<file path="config.mk">
export PLATFORM = sky130hd
export DESIGN_NAME = ds_slave_byte
export DESIGN_NICKNAME = d
export VERILOG_FILES = /design/src/rtl/ds_slave_byte.sv
export SDC_FILE = /design/constraint.sdc
export NUM_CORES = 1
export LEC_CHECK = 0
export CAP_MARGIN = 20
export CORE_UTILIZATION = 45
export CTS_BUF_LIST = sky130_fd_sc_hd__clkbuf_16
export CTS_CLUSTER_SIZE = 40
export DETAILED_ROUTE_END_ITERATION = 16
export PLACE_DENSITY_LB_ADDON = 0.25
export SLEW_MARGIN = 0
export SYNTH_ARGS = -nofsm -noshare
export SYNTH_HDL_FRONTEND = slang
export SYNTH_SLANG_ARGS = --single-unit
</file>
<file path="constraint.sdc">
create_clock -name clk -period 3.3 [get_ports clk]
set_clock_uncertainty 0.1 [all_clocks]
set_input_delay 0.495 -clock clk [delete_from_list [all_inputs] [get_ports clk]]
set_output_delay 0.495 -clock clk [all_outputs]
set_load 0.1 [all_outputs]
</file>
<file path="src/rtl/ds_slave_byte.sv">
// 1-Wire slave byte engine: bus-reset detect + presence pulse, write-slot receive, read-slot transmit; DS_SLAVE_CRC_EN adds a Dallas CRC8 over received bits.
// Latency: 2-flop input sync + 1-cycle edge detect; rx_vld/rst_det are registered, dq_oe is decoded from state.
// Backpressure: tx_vld/tx_rdy handshake, tx_rdy low while a byte is in flight; rx has none (rx_vld is a pulse).
module ds_slave_byte #(
    parameter int CLK_PER_US = 50,
    parameter int RST_US     = 400
) (
    input  logic       clk,
    input  logic       rst_n,
    input  logic       dq_in,
    output logic       dq_oe,
    output logic       rst_det,
    input  logic [7:0] tx_data,
    input  logic       tx_vld,
    output logic       tx_rdy,
    output logic [7:0] rx_data,
    output logic       rx_vld,
    output logic [7:0] crc_out
);
    localparam int RST_CNT = RST_US * CLK_PER_US;
    localparam int CW      = $clog2(RST_CNT + 1);
    localparam logic [CW-1:0] T_SAMP  = CW'(30 * CLK_PER_US);
    localparam logic [CW-1:0] T_HOLD  = CW'(45 * CLK_PER_US);
    localparam logic [CW-1:0] T_PWAIT = CW'(30 * CLK_PER_US - 1);
    localparam logic [CW-1:0] T_PDRV  = CW'(120 * CLK_PER_US - 1);
    localparam logic [CW-1:0] T_RST   = CW'(RST_CNT);

    typedef enum logic [2:0] {IDLE, LOW, PRES_WAIT, PRES_DRV, REL} state_t;

    state_t        state_q, state_d;
    logic          sync1_q, sync1_d, sync2_q, sync2_d, prev_q, prev_d;
    logic [CW-1:0] cnt_q, cnt_d, cnt_inc;
    logic          rd_mode_q, rd_mode_d, samp_q, samp_d;
    logic [2:0]    rx_cnt_q, rx_cnt_d, tx_cnt_q, tx_cnt_d;
    logic [7:0]    rx_sh_q, rx_sh_d, rx_data_q, rx_data_d, tx_sh_q, tx_sh_d;
    logic          rx_vld_q, rx_vld_d, tx_ld_q, tx_ld_d, rst_det_q, rst_det_d;
    logic          dq_s, fall, rst_hit, slot_end, wbit, accept;

    assign dq_s     = sync2_q;
    assign fall     = prev_q & ~sync2_q;
    assign rst_hit  = (state_q == LOW) && !dq_s && (cnt_q == T_RST);
    assign slot_end = (state_q == LOW) && dq_s && ((cnt_q >= T_HOLD) || !dq_oe);
    // A write-1 slot ends before the sample point; the bus is already high then.
    assign wbit     = (cnt_q > T_SAMP) ? samp_q : dq_s;
    assign accept   = tx_vld && tx_rdy;
    assign cnt_inc  = (cnt_q == '1) ? cnt_q : cnt_q + 1'b1;

    always_ff @(posedge clk or negedge rst_n) begin
        if (!rst_n) begin
            state_q <= IDLE;
        end else begin
            state_q <= state_d;
        end
    end

    always_comb begin
        state_d = state_q;
        case (state_q)
            IDLE:      if (fall) state_d = LOW;
            LOW: begin
                if (rst_hit)       state_d = PRES_WAIT;
                else if (slot_end) state_d = REL;
            end
            PRES_WAIT: if (dq_s && cnt_q == T_PWAIT) state_d = PRES_DRV;
            PRES_DRV:  if (cnt_q == T_PDRV) state_d = REL;
            REL:       if (dq_s) state_d = IDLE;
            default:   state_d = IDLE;
        endcase
    end

    always_comb begin
        dq_oe  = 1'b0;
        tx_rdy = 1'b0;
        case (state_q)
            LOW:      dq_oe = rd_mode_q && !tx_sh_q[0] && (cnt_q < T_HOLD);
            PRES_DRV: dq_oe = 1'b1;
            IDLE:     tx_rdy = !tx_ld_q && (rx_cnt_q == 3'd0);
            default:  ;
        endcase
    end

    always_comb begin
        sync1_d   = dq_in;
        sync2_d   = sync1_q;
        prev_d    = sync2_q;
        case (state_q)
            LOW:       cnt_d = rst_hit ? '0 : cnt_inc;
            PRES_WAIT: cnt_d = (!dq_s || cnt_q == T_PWAIT) ? '0 : cnt_inc;
            PRES_DRV:  cnt_d = (cnt_q == T_PDRV) ? '0 : cnt_inc;
            default:   cnt_d = '0;
        endcase
        // Slot mode is frozen at the falling edge, so a byte accepted in that same cycle waits one slot.
        rd_mode_d = (state_q == IDLE && fall) ? tx_ld_q : rd_mode_q;
        samp_d    = (state_q == LOW && cnt_q == T_SAMP) ? dq_s : samp_q;
        rx_cnt_d  = rx_cnt_q;
        rx_sh_d   = rx_sh_q;
        rx_data_d = rx_data_q;
        rx_vld_d  = 1'b0;
        tx_cnt_d  = tx_cnt_q;
        tx_sh_d   = tx_sh_q;
        tx_ld_d   = tx_ld_q;
        rst_det_d = 1'b0;
        if (accept) begin
            tx_ld_d  = 1'b1;
            tx_sh_d  = tx_data;
            tx_cnt_d = 3'd0;
        end
        if (slot_end && rd_mode_q) begin
            tx_sh_d  = {1'b0, tx_sh_q[7:1]};
            tx_cnt_d = tx_cnt_q + 3'd1;
            if (tx_cnt_q == 3'd7) tx_ld_d = 1'b0;
        end
        if (slot_end && !rd_mode_q) begin
            rx_sh_d  = {wbit, rx_sh_q[7:1]};
            rx_cnt_d = rx_cnt_q + 3'd1;
            if (rx_cnt_q == 3'd7) begin
                rx_data_d = {wbit, rx_sh_q[7:1]};
                rx_vld_d  = 1'b1;
            end
        end
        if (rst_hit) begin
            rst_det_d = 1'b1;
            rx_cnt_d  = 3'd0;
            rx_sh_d   = 8'h00;
            tx_ld_d   = 1'b0;
            tx_cnt_d  = 3'd0;
        end
    end

    always_ff @(posedge clk or negedge rst_n) begin
        if (!rst_n) begin
            sync1_q   <= 1'b1;
            sync2_q   <= 1'b1;
            prev_q    <= 1'b1;
            cnt_q     <= '0;
            rd_mode_q <= 1'b0;
            samp_q    <= 1'b0;
            rx_cnt_q  <= 3'd0;
            rx_sh_q   <= 8'h00;
            rx_data_q <= 8'h00;
            rx_vld_q  <= 1'b0;
            tx_cnt_q  <= 3'd0;
            tx_sh_q   <= 8'h00;
            tx_ld_q   <= 1'b0;
            rst_det_q <= 1'b0;
        end else begin
            sync1_q   <= sync1_d;
            sync2_q   <= sync2_d;
            prev_q    <= prev_d;
            cnt_q     <= cnt_d;
            rd_mode_q <= rd_mode_d;
            samp_q    <= samp_d;
            rx_cnt_q  <= rx_cnt_d;
            rx_sh_q   <= rx_sh_d;
            rx_data_q <= rx_data_d;
            rx_vld_q  <= rx_vld_d;
            tx_cnt_q  <= tx_cnt_d;
            tx_sh_q   <= tx_sh_d;
            tx_ld_q   <= tx_ld_d;
            rst_det_q <= rst_det_d;
        end
    end

    assign rx_data = rx_data_q;
    assign rx_vld  = rx_vld_q;
    assign rst_det = rst_det_q;

`ifdef DS_SLAVE_CRC_EN
    logic [7:0] crc_q, crc_d;
    logic       crc_fb;

    assign crc_fb = crc_q[0] ^ wbit;

    always_comb begin
        crc_d = crc_q;
        if (rst_hit) begin
            crc_d = 8'h00;
        end else if (slot_end && !rd_mode_q) begin
            crc_d = {1'b0, crc_q[7:1]} ^ (crc_fb ? 8'h8C : 8'h00);
        end
    end

    always_ff @(posedge clk or negedge rst_n) begin
        if (!rst_n) begin
            crc_q <= 8'h00;
        end else begin
            crc_q <= crc_d;
        end
    end

    assign crc_out = crc_q;
`else
    assign crc_out = 8'h00;
`endif
endmodule
</file>
=== Word level (Yosys, flattened, before mapping) ===
Cells that the tools add are included.

* Logic and storage cells: 97
* Output and inout port bits: 20
* Flip-flop bits (word level): 56
* Input port bits: 12

* Eq/ne operators: 16
* Bitwise operators: 2
* Reductions and logical operators: 27
* $lt $le $gt $ge: 3
* Add/sub/neg operators: 3
* Muxes and demuxes: 31

{| class="wikitable"
|+ Operators with widths
! operator !! number
|-
| $mux 15 || 4
|-
| $pmux 15 s3 || 1
|-
| $mux 3 || 11
|-
| $mux 8 || 4
|-
| $eq 15x11->1 const B || 2
|-
| $eq 15x15->1 const B || 2
|-
| $add 15x1->15 const B || 1
|-
| $eq 15x13->1 const B || 1
|-
| $ge 15x12->1 const B || 1
|-
| $gt 15x11->1 const B || 1
|-
| $lt 15x12->1 const B || 1
|-
| $pmux 3 s5 || 1
|-
| $logic_and 1x1->1 || 13
|-
| $eq 3x3->1 const B || 3
|-
| $mux 1 || 9
|-
| $ne 2x2->1 const B || 4
|-
| $add 3x1->3 const B || 2
|-
| $eq 3x2->1 const B || 2
|-
| $logic_not 3->1 || 2
|-
| $logic_not 1->1 || 5
|-
| $reduce_and 5->1 || 1
|-
| $reduce_bool 2->1 || 2
|-
| $eq 3x1->1 const B || 1
|-
| $ne 3x3->1 const B || 1
|-
| 6 further kinds || 7
|}

=== Depth between registers and ports, before layout ===
Gate-level depths: netlist of run 1.

* Word-level depth: 10
* Depth in mapped cells: 8
* Gate-level depth less buffers: 7

=== Worst setup path before layout of run 1 ===
Ideal clock, no wire load.

* Kind: register -> register
* From: register state_q[1]
* To: register tx_cnt_q[0]
* Path buffers: 2
* Setup slack: -1.950 ns
* Cell stages (with the launch flop): 8
* Library setup time: 0.125 ns
* Data required time: 3.075 ns
* Data arrival time: 5.025 ns
* Clock period less this slack: 5.250 ns
* Cells stage by stage: dfrtp_1 -> clkbuf_1 -> or3_1 -> nor4b_1 -> and2_1 -> buf_2 -> nor3_1 -> mux2_2

* Elaborated cells between the ends (all ways): 16
* Those cells by class: eq/ne (2); mux (4); reduce/logical (10)

{| class="wikitable"
|+ RTL lines
! item !! line !! RTL
|-
| start: declaration || 30 || <nowiki>state_t state_q, state_d;</nowiki>
|-
| start signal: assignment || 52 || <nowiki>state_q <= state_d;</nowiki>
|-
| $logic_not 3->1 || 74 || <nowiki>case (state_q)</nowiki>
|-
| $mux 1 || 74 ||
|-
| named net tx_rdy || 15 || <nowiki>output logic tx_rdy,</nowiki>
|-
| $logic_and 1x1->1 || 45 || <nowiki>assign accept = tx_vld && tx_rdy;</nowiki>
|-
| $reduce_bool 3->1 (no line) || -- ||
|-
| end signal: assignment || 157 || <nowiki>tx_cnt_q <= tx_cnt_d;</nowiki>
|-
| end: declaration || 34 || <nowiki>logic [2:0] rx_cnt_q, rx_cnt_d, tx_cnt_q, tx_cnt_d;</nowiki>
|}

The timed path passes the listed nets, and every way through them passes these cells.
A chain may end at the register's enable or synchronous reset.

=== Worst setup path in the final report of run 1 ===
* From: register cnt_q[11]
* To: register cnt_q[13]

* Cells in the longest elaborated chain, start to end: 4
* Elaborated cells between the ends (all ways): 12
* Those cells by class: add/sub (1); eq/ne (4); mux (5); reduce/logical (2)

{| class="wikitable"
|+ Ends and longest elaborated chain
! item !! line !! RTL
|-
| start: declaration || 32 || <nowiki>logic [CW-1:0] cnt_q, cnt_d, cnt_inc;</nowiki>
|-
| start signal: assignment || 150 || <nowiki>cnt_q <= cnt_d;</nowiki>
|-
| $add 15x1->15, or another cell as far along || 46 || <nowiki>assign cnt_inc = (cnt_q == '1) ? cnt_q : cnt_q + 1'b1;</nowiki>
|-
| $mux 15, or another cell as far along || 46 ||
|-
| $mux 15, on equally long branches || 89, 87, 88 ||
|-
| $pmux 15 s3 (*) || 86 || <nowiki>case (state_q)</nowiki>
|-
| named net cnt_d[13] || 32 ||
|}

The timed path passes the listed nets; every way through them passes the cells marked *.

==> results of run 1 <==
[path summary, 6_finish.rpt]
path	from	to	slack [ns]	cells past startpoint
setup / recovery	cnt_q[11]	cnt_q[13]	0.68	6
hold / removal	rst_n	tx_sh_q[7]	0.05	1
setup reg to reg	cnt_q[11]	cnt_q[13]	0.68	6
hold reg to reg	sync1_q	dq_s	0.26	0
max in group asynchronous	rst_n	prev_q	2.22	2
min in group clk	sync1_q	dq_s	0.26	0
[metal layers]
layer	share of wire (%)	track usage, %
met2	47	28.3
met4	0.98	6.61
met1	49	24.3
met5	0	0
met3	3.0	4.00
[power breakdown]
group	switching, mW	leakage [nW]	internal [mW]
clock	0.245	0.0694	0.284
combinational	0.372	0.692	0.245
sequential	0.121	0.723	0.821
[state kept, by name, indices dropped and copies added (netlist names)]
name,flops
rst_det,1
rx_sh_q,7
sync1_q,1
rx_data,8
rx_vld,1
dq_s,1
rd_mode_q,1
prev_q,1
tx_sh_q,8
samp_q,1
tx_ld_q,1
tx_cnt_q,3
cnt_q,15
state_q,3
rx_cnt_q,3
[kinds of logic after synthesis]
family,count (synthesis),share of synthesized area [%]
AO/OA/AOI/OAI,52,12.9
adder cells (fa/ha/maj),7,3.08
AND/OR/NAND/NOR,113,21.6
other,1,0.132
multiplexers,12,4.84
buffers and inverters,33,6.12
XOR/XNOR,9,2.77
flip-flops,55,48.5
[final cells by class]
class | instances | area [um2]
Clock buffer | 5 | 125
Clock inverter | 3 | 22.5
Fill cell | 552 | 2790
Inverter | 10 | 37.5
Multi-Input combinational cell | 201 | 1330
Sequential cell | 55 | 1380
Tap cell | 75 | 93.8
Timing Repair Buffer | 27 | 245
[cells in the final DEF, fill, tap and decap left out, types with 3 or more instances in the layout]
| cell | synthesis | final |
|---|---|---|
| sky130_fd_sc_hd__dfrtp_1 | 52 | 52 |
| sky130_fd_sc_hd__nor2_1 | 28 | 28 |
| sky130_fd_sc_hd__nand2_1 | 26 | 26 |
| sky130_fd_sc_hd__clkdlybuf4s50_1 | 0 | 18 |
| sky130_fd_sc_hd__inv_1 | 10 | 10 |
| sky130_fd_sc_hd__o21ai_0 | 10 | 10 |
| sky130_fd_sc_hd__mux2_2 | 10 | 10 |
| sky130_fd_sc_hd__nand4_1 | 9 | 9 |
| sky130_fd_sc_hd__conb_1 | 1 | 8 |
| sky130_fd_sc_hd__buf_4 | 8 | 8 |
| sky130_fd_sc_hd__nand3_1 | 7 | 7 |
| sky130_fd_sc_hd__a21oi_1 | 7 | 7 |
| sky130_fd_sc_hd__nor3_1 | 7 | 7 |
| sky130_fd_sc_hd__a22o_1 | 7 | 7 |
| sky130_fd_sc_hd__a21o_1 | 7 | 7 |
| sky130_fd_sc_hd__ha_1 | 7 | 7 |
| sky130_fd_sc_hd__and3_1 | 6 | 6 |
| sky130_fd_sc_hd__xnor2_1 | 5 | 5 |
| sky130_fd_sc_hd__clkbuf_16 | 0 | 5 |
| sky130_fd_sc_hd__and2_1 | 4 | 4 |
| sky130_fd_sc_hd__and4_1 | 4 | 4 |
| sky130_fd_sc_hd__xor2_1 | 4 | 4 |
| sky130_fd_sc_hd__or3_1 | 3 | 3 |
| sky130_fd_sc_hd__nand2b_1 | 3 | 3 |
| sky130_fd_sc_hd__o31ai_1 | 3 | 3 |
| sky130_fd_sc_hd__a31oi_1 | 3 | 3 |
| sky130_fd_sc_hd__dfstp_2 | 3 | 3 |
[per-stage QoR]
stage	std cells	utilization, %
floorplan	289	-
finish	376	53.7
CTS	376	53.7
global placement	368	51.2
global route	376	53.7
detailed placement	368	51.2
==> impl_results.md, run 1 <==
* Status: finished, final reports clean
* CTS clk-pin slew, worst paths at 0.07 ns
* Slew at the pin closest to its max-slew limit at a little under 1 ns
* Clock latency on the worst-skew pair at between 0.2 and 0.3 ns
* Async set or reset register ratio after synthesis at 100%
* CP bufs+invs at 1
* Slew Viols, Final at 0
* Final number of setup-violating endpoints at 0
* Crit. End Element: flip-flop
* Cts-stage hold buffer count at 0
* Unrepaired setup endpoints after global routing: false
* Accumulated negative setup slack at 0 ns
* Number of enable-type register cells in the synthesized netlist at 0
* Via density per instance at roughly 5.6
* Largest cells by area after synthesis: sky130_fd_sc_hd__dfrtp_1, sky130_fd_sc_hd__mux2_2, sky130_fd_sc_hd__nor2_1
* CP Cell Sequence: or4_4 > nor4_4 > nand2_1 > a311oi_2 > buf_4 > a21oi_1
* Clk buf depth at 2
* Die width at just over 80 um
* Height of the die at a little over 80 um
* Hold Fails Final Rpt at 0
* DRC violation count after routing at 0
* Lkg Pwr at 1.48 nW
* CTS tree: built
* Gate count after technology mapping at roughly 280
* Total detailed-routing wirelength at between 5000 and 6000 um
* Post-Route Hold Slack at 0.0505 ns
* CP max stage cell: sky130_fd_sc_hd__or4_4
* Area leader, netlist: sky130_fd_sc_hd__dfrtp_1
* IR Drop Worst-Case VDD at 0.000383 V
* Worst-case setup margin in the final layout at about 0.68 ns
* Number of global-route vias before repair at ~2,000
* Antenna violations before repair at 0
* Overall die area at roughly 0.0066 mm2
* Synthesized area at 0.00284 mm2
* Antenna diodes at 0
* Maximum number of pins on one net before global-route repair at 36
* Required time of the critical path at about 3.4 ns
* Placeable core area at roughly 0.006 mm2
* Total Routing Usage GR at 18.1%
* Routed via count at between 2,000 and 2,500
* Arrival @ worst endpoint at about 2.7 ns
* Critical path class: reg2reg
* Worst path max stage delay at around 0.59 ns
* Congestion Overflow GR at 0
* Post-CTS Repair Setup Buffers at 0
* Detailed-route wire length per cell at between 10 and 15 um
* Resized cells post-CTS at 0
* Port Buffer Count at 23
* Most frequently used cell type in the post-synthesis netlist: sky130_fd_sc_hd__dfrtp_1
* Total Power Consumption at around 2.1 mW
* Ports at 32
* Initial standard-cell utilization of the core at 47.2%
* Final worst path period need at 2.62 ns
* Remaining antenna violation count at 0
* Final nets at around 320
* Cell family contributing the most delay on the critical path: simple AND/OR/NAND/NOR gates
* Synthesis warning total at 0
* Root buf cell: sky130_fd_sc_hd__clkbuf_16
* Iteration-0 DRC count of the detailed router at between 100 and 150
* Sequential share of the synthesized area at roughly half
* Number of storage elements in the synthesis netlist at 55
* Final clock period utilization by the worst path at between 70% and 80%
* TritonCTS buffer count at 5
* Total iterations of the first detailed-routing run at 4
* Most common flop cell mapped by yosys: sky130_fd_sc_hd__dfrtp_1
* First-pass GRT wire length at 9190 um
* Crit start category: flip-flop
* Share of Yosys cell area claimed by the top area cell type at a little under half
* Hold WC Path Type: in2async
* Total power divided by cell area at between 600 and 700 mW/mm2
* Pre-CTS setup slack at approximately 0.72 ns
* Leading post-synthesis cells by instance count: sky130_fd_sc_hd__dfrtp_1, sky130_fd_sc_hd__nor2_1, sky130_fd_sc_hd__nand2_1
* P&R area growth vs syn at 13.8%
* Final weighted congestion in routability-driven placement at between 0.8 and 0.9
* Floorplan row count at 28
* Peak fanout along the critical path at 10
* Proportion of layout cells with a drive suffix above 1 at between 10% and 20%
* Relative slew slack at between 30% and 40%
* Maximum operating frequency at 0.381 GHz
* Count of different cell masters after synthesis at slightly below 60
* Post-Layout Inst Area at about 0.0032 mm2
* Clk sink count at between 50 and 60
* Post-synthesis area per instance at around 10 um2
* Detailed Place HPWL at approximately 3800 um
* Number of H-tree levels at 2
* Post-Place Cell Area at around 0.0031 mm2
* Reported max-cap violation count at 0
(Power assumes the default switching activity.)
==> run 2: changes to the inputs <==
==> constraint.sdc (replaced) <==
create_clock -name clk -period 2.3 [get_ports clk]
set_clock_uncertainty 0.1 [all_clocks]
set_input_delay 0.345 -clock clk [delete_from_list [all_inputs] [get_ports clk]]
set_output_delay 0.345 -clock clk [all_outputs]
set_load 0.1 [all_outputs]
==> run 2 against run 1 <==
The run now ends with setup timing left. Routed wire length up 8.8%. Via count up 5.8%. Fmax up 13%. Final area up 12%. Hold slack better by 0.21 ns. Combinational power up 93%. Critical path type unchanged.
==> impl_results.md, run 2 (same netlist as run 1, synthesis figures left out) <==
* Status: finished, violations left
* Violations in the final reports: setup timing
* P&R area growth vs syn at 26.9%
* Initial standard-cell utilization of the core at a little under half
* Number of flip-flops under the largest register name at 15
* Hold WC Path Type: reg2reg
* Overall die area at between 0.006 and 0.007 mm2
* Required time of the critical path at between 2 and 2.5 ns
* Detailed Place HPWL at slightly above 4000 um
* Total iterations of the first detailed-routing run at 4
* WHS Path Cells at 0
* Total Routing Usage GR at approximately 19%
* Port Buffer Count at 23
* Routed via count at 2,220
* CTS clk-pin slew, worst paths at around 0.07 ns
* CP Cell Sequence: or4_4 > nor4_4 > a31oi_1 > a2111o_1 > mux2_4
* Reg2reg path depth at 5
* Reported max-cap violation count at 0
* Antenna diodes at 0
* Ports at 32
* Final clock period utilization by the worst path at 101%
* Peak fanout along the critical path at 4
* Congestion Overflow GR at 0
* Arrival @ worst endpoint at between 2 and 2.5 ns
* Lkg Pwr at 1.67 nW
* CP max stage cell: sky130_fd_sc_hd__or4_4
* Root buf cell: sky130_fd_sc_hd__clkbuf_16
* Floorplan row count at 28
* Remaining antenna violation count at 0
* Post-placement cell count at about 400
* Final weighted congestion in routability-driven placement at ~0.89
* Non-filler cells in the finished layout at just over 400
* Clock latency on the worst-skew pair at ~0.29 ns
* Antenna violations before repair at 0
* Largest Register: cnt_q
* Proportion of layout cells with a drive suffix above 1 at 29.5%
* Clk buf depth at 2
* Post-route core utilization at between 50% and 60%
* TritonCTS buffer count at 5
* Most frequent standard cell in the layout excluding fill and tap cells: sky130_fd_sc_hd__dfrtp_1
* Crit. End Element: flip-flop
* Commonest cells after routing, fill and taps aside: sky130_fd_sc_hd__dfrtp_1, sky130_fd_sc_hd__buf_4, sky130_fd_sc_hd__nand2_1
* Hold Fails Final Rpt at 0
* Worst-case setup margin in the final layout at -0.0251 ns
* Detailed-route wire length per cell at around 14 um
* Height of the die at a little over 80 um
* Number of H-tree levels at 2
* Placeable core area at 0.00603 mm2
* Maximum operating frequency at between 0.4 and 0.5 GHz
* Final worst path period need at between 2 and 2.5 ns
* Number of global-route vias before repair at roughly 2,000
* CTS tree: built
* Via density per instance at ~5.5
* Final nets at between 300 and 400
* Maximum number of pins on one net before global-route repair at 56
* Unrepaired setup endpoints after global routing: true
* First-pass GRT wire length at a little under 10,000 um
* Iteration-0 DRC count of the detailed router at around 160
* Critical path class: reg2reg
* Total power divided by cell area at 915 mW/mm2
* Final number of setup-violating endpoints at 1
* Die width at between 80 and 90 um
* Slew Viols, Final at 0
* IR Drop Worst-Case VDD at between 0.0007 and 0.0008 V
* DRC violation count after routing at 0
* Clk sink count at 55
* Worst path max stage delay at roughly 0.56 ns
* Total detailed-routing wirelength at slightly below 6000 um
* Crit start category: flip-flop
[run 2: changes by cell type in the layout (fill, tap and decap cells not counted), sizes merged]
| cell | change |
|---|---|
| clkinvlp | -1 |
| buf | +35 |
| clkdlybuf4s50 | -8 |
| dlygate4sd3 | +1 |
| inv | +1 |
[run 2: cell type report]
type / count / area, um2
Fill cell: 516 / 2420
Timing Repair Buffer: 55 / 483
Tap cell: 75 / 93.8
Clock buffer: 5 / 125
Multi-Input combinational cell: 201 / 1470
Sequential cell: 55 / 1380
Clock inverter: 3 / 21.3
Inverter: 10 / 37.5
[run 2: worst paths after layout]
kind / endpoint / slack [ns] / start
setup / recovery: state_q[0] / -0.03 / cnt_q[12]
hold / removal: dq_s / 0.26 / sync1_q
hold reg to reg: dq_s / 0.26 / sync1_q
max in group asynchronous: sync1_q / 1.32 / rst_n
setup reg to reg: state_q[0] / -0.03 / cnt_q[12]
min in group asynchronous: tx_sh_q[7] / 0.49 / rst_n
[run 2: worst max-delay path: cells and delay by family (launching register included)]
family,cells,cell delay [ns]
simple gates,2,0.73
compound gates,2,0.62
flops,1,0.44
mux,1,0.32
[run 2: metrics by stage]
step / total power [mW] / area [um2] / setup WS, ns / TNS [ns] / hold WS [ns]
detailed placement: 2.42 / 3300 / -0.0786 / -0.0786 / 0.253
global route: 3.49 / 3610 / -0.0910 / -0.991 / 0.261
CTS: 3.20 / 3460 / -0.0550 / -0.0550 / 0.259
global placement: 2.39 / 3300 / -0.0143 / -0.0143 / 0.249
finish: 3.30 / 3610 / -0.0251 / -0.0251 / 0.259
floorplan: 2.08 / 2920 / -0.651 / -6.34 / -0.0506
[run 2: routing by layer]
| layer | GRT usage (%) | part of all wire [%] |
|---|---|---|
| met5 | 0 | 0 |
| met4 | 4.29 | 0.73 |
| met3 | 3.67 | 4.4 |
| met2 | 29.6 | 46 |
| met1 | 27.9 | 49 |
[run 2: power breakdown]
part / leakage (nW) / internal [mW] / total, mW / switching, mW
Combinational: 0.872 / 0.517 / 1.19 / 0.675
Sequential: 0.721 / 1.18 / 1.34 / 0.165
Clock: 0.0722 / 0.409 / 0.766 / 0.357
Total: 1.67 / 2.10 / 3.30 / 1.20
[run 2: timing repair]
action,CTS,global route
pin swaps,1,15
hold buffers,1,0
buffers inserted,0,3
endpoints found under the setup margin,1,30
gates resized for setup,0,35
hold endpoints to repair,52,0
gates cloned,0,0
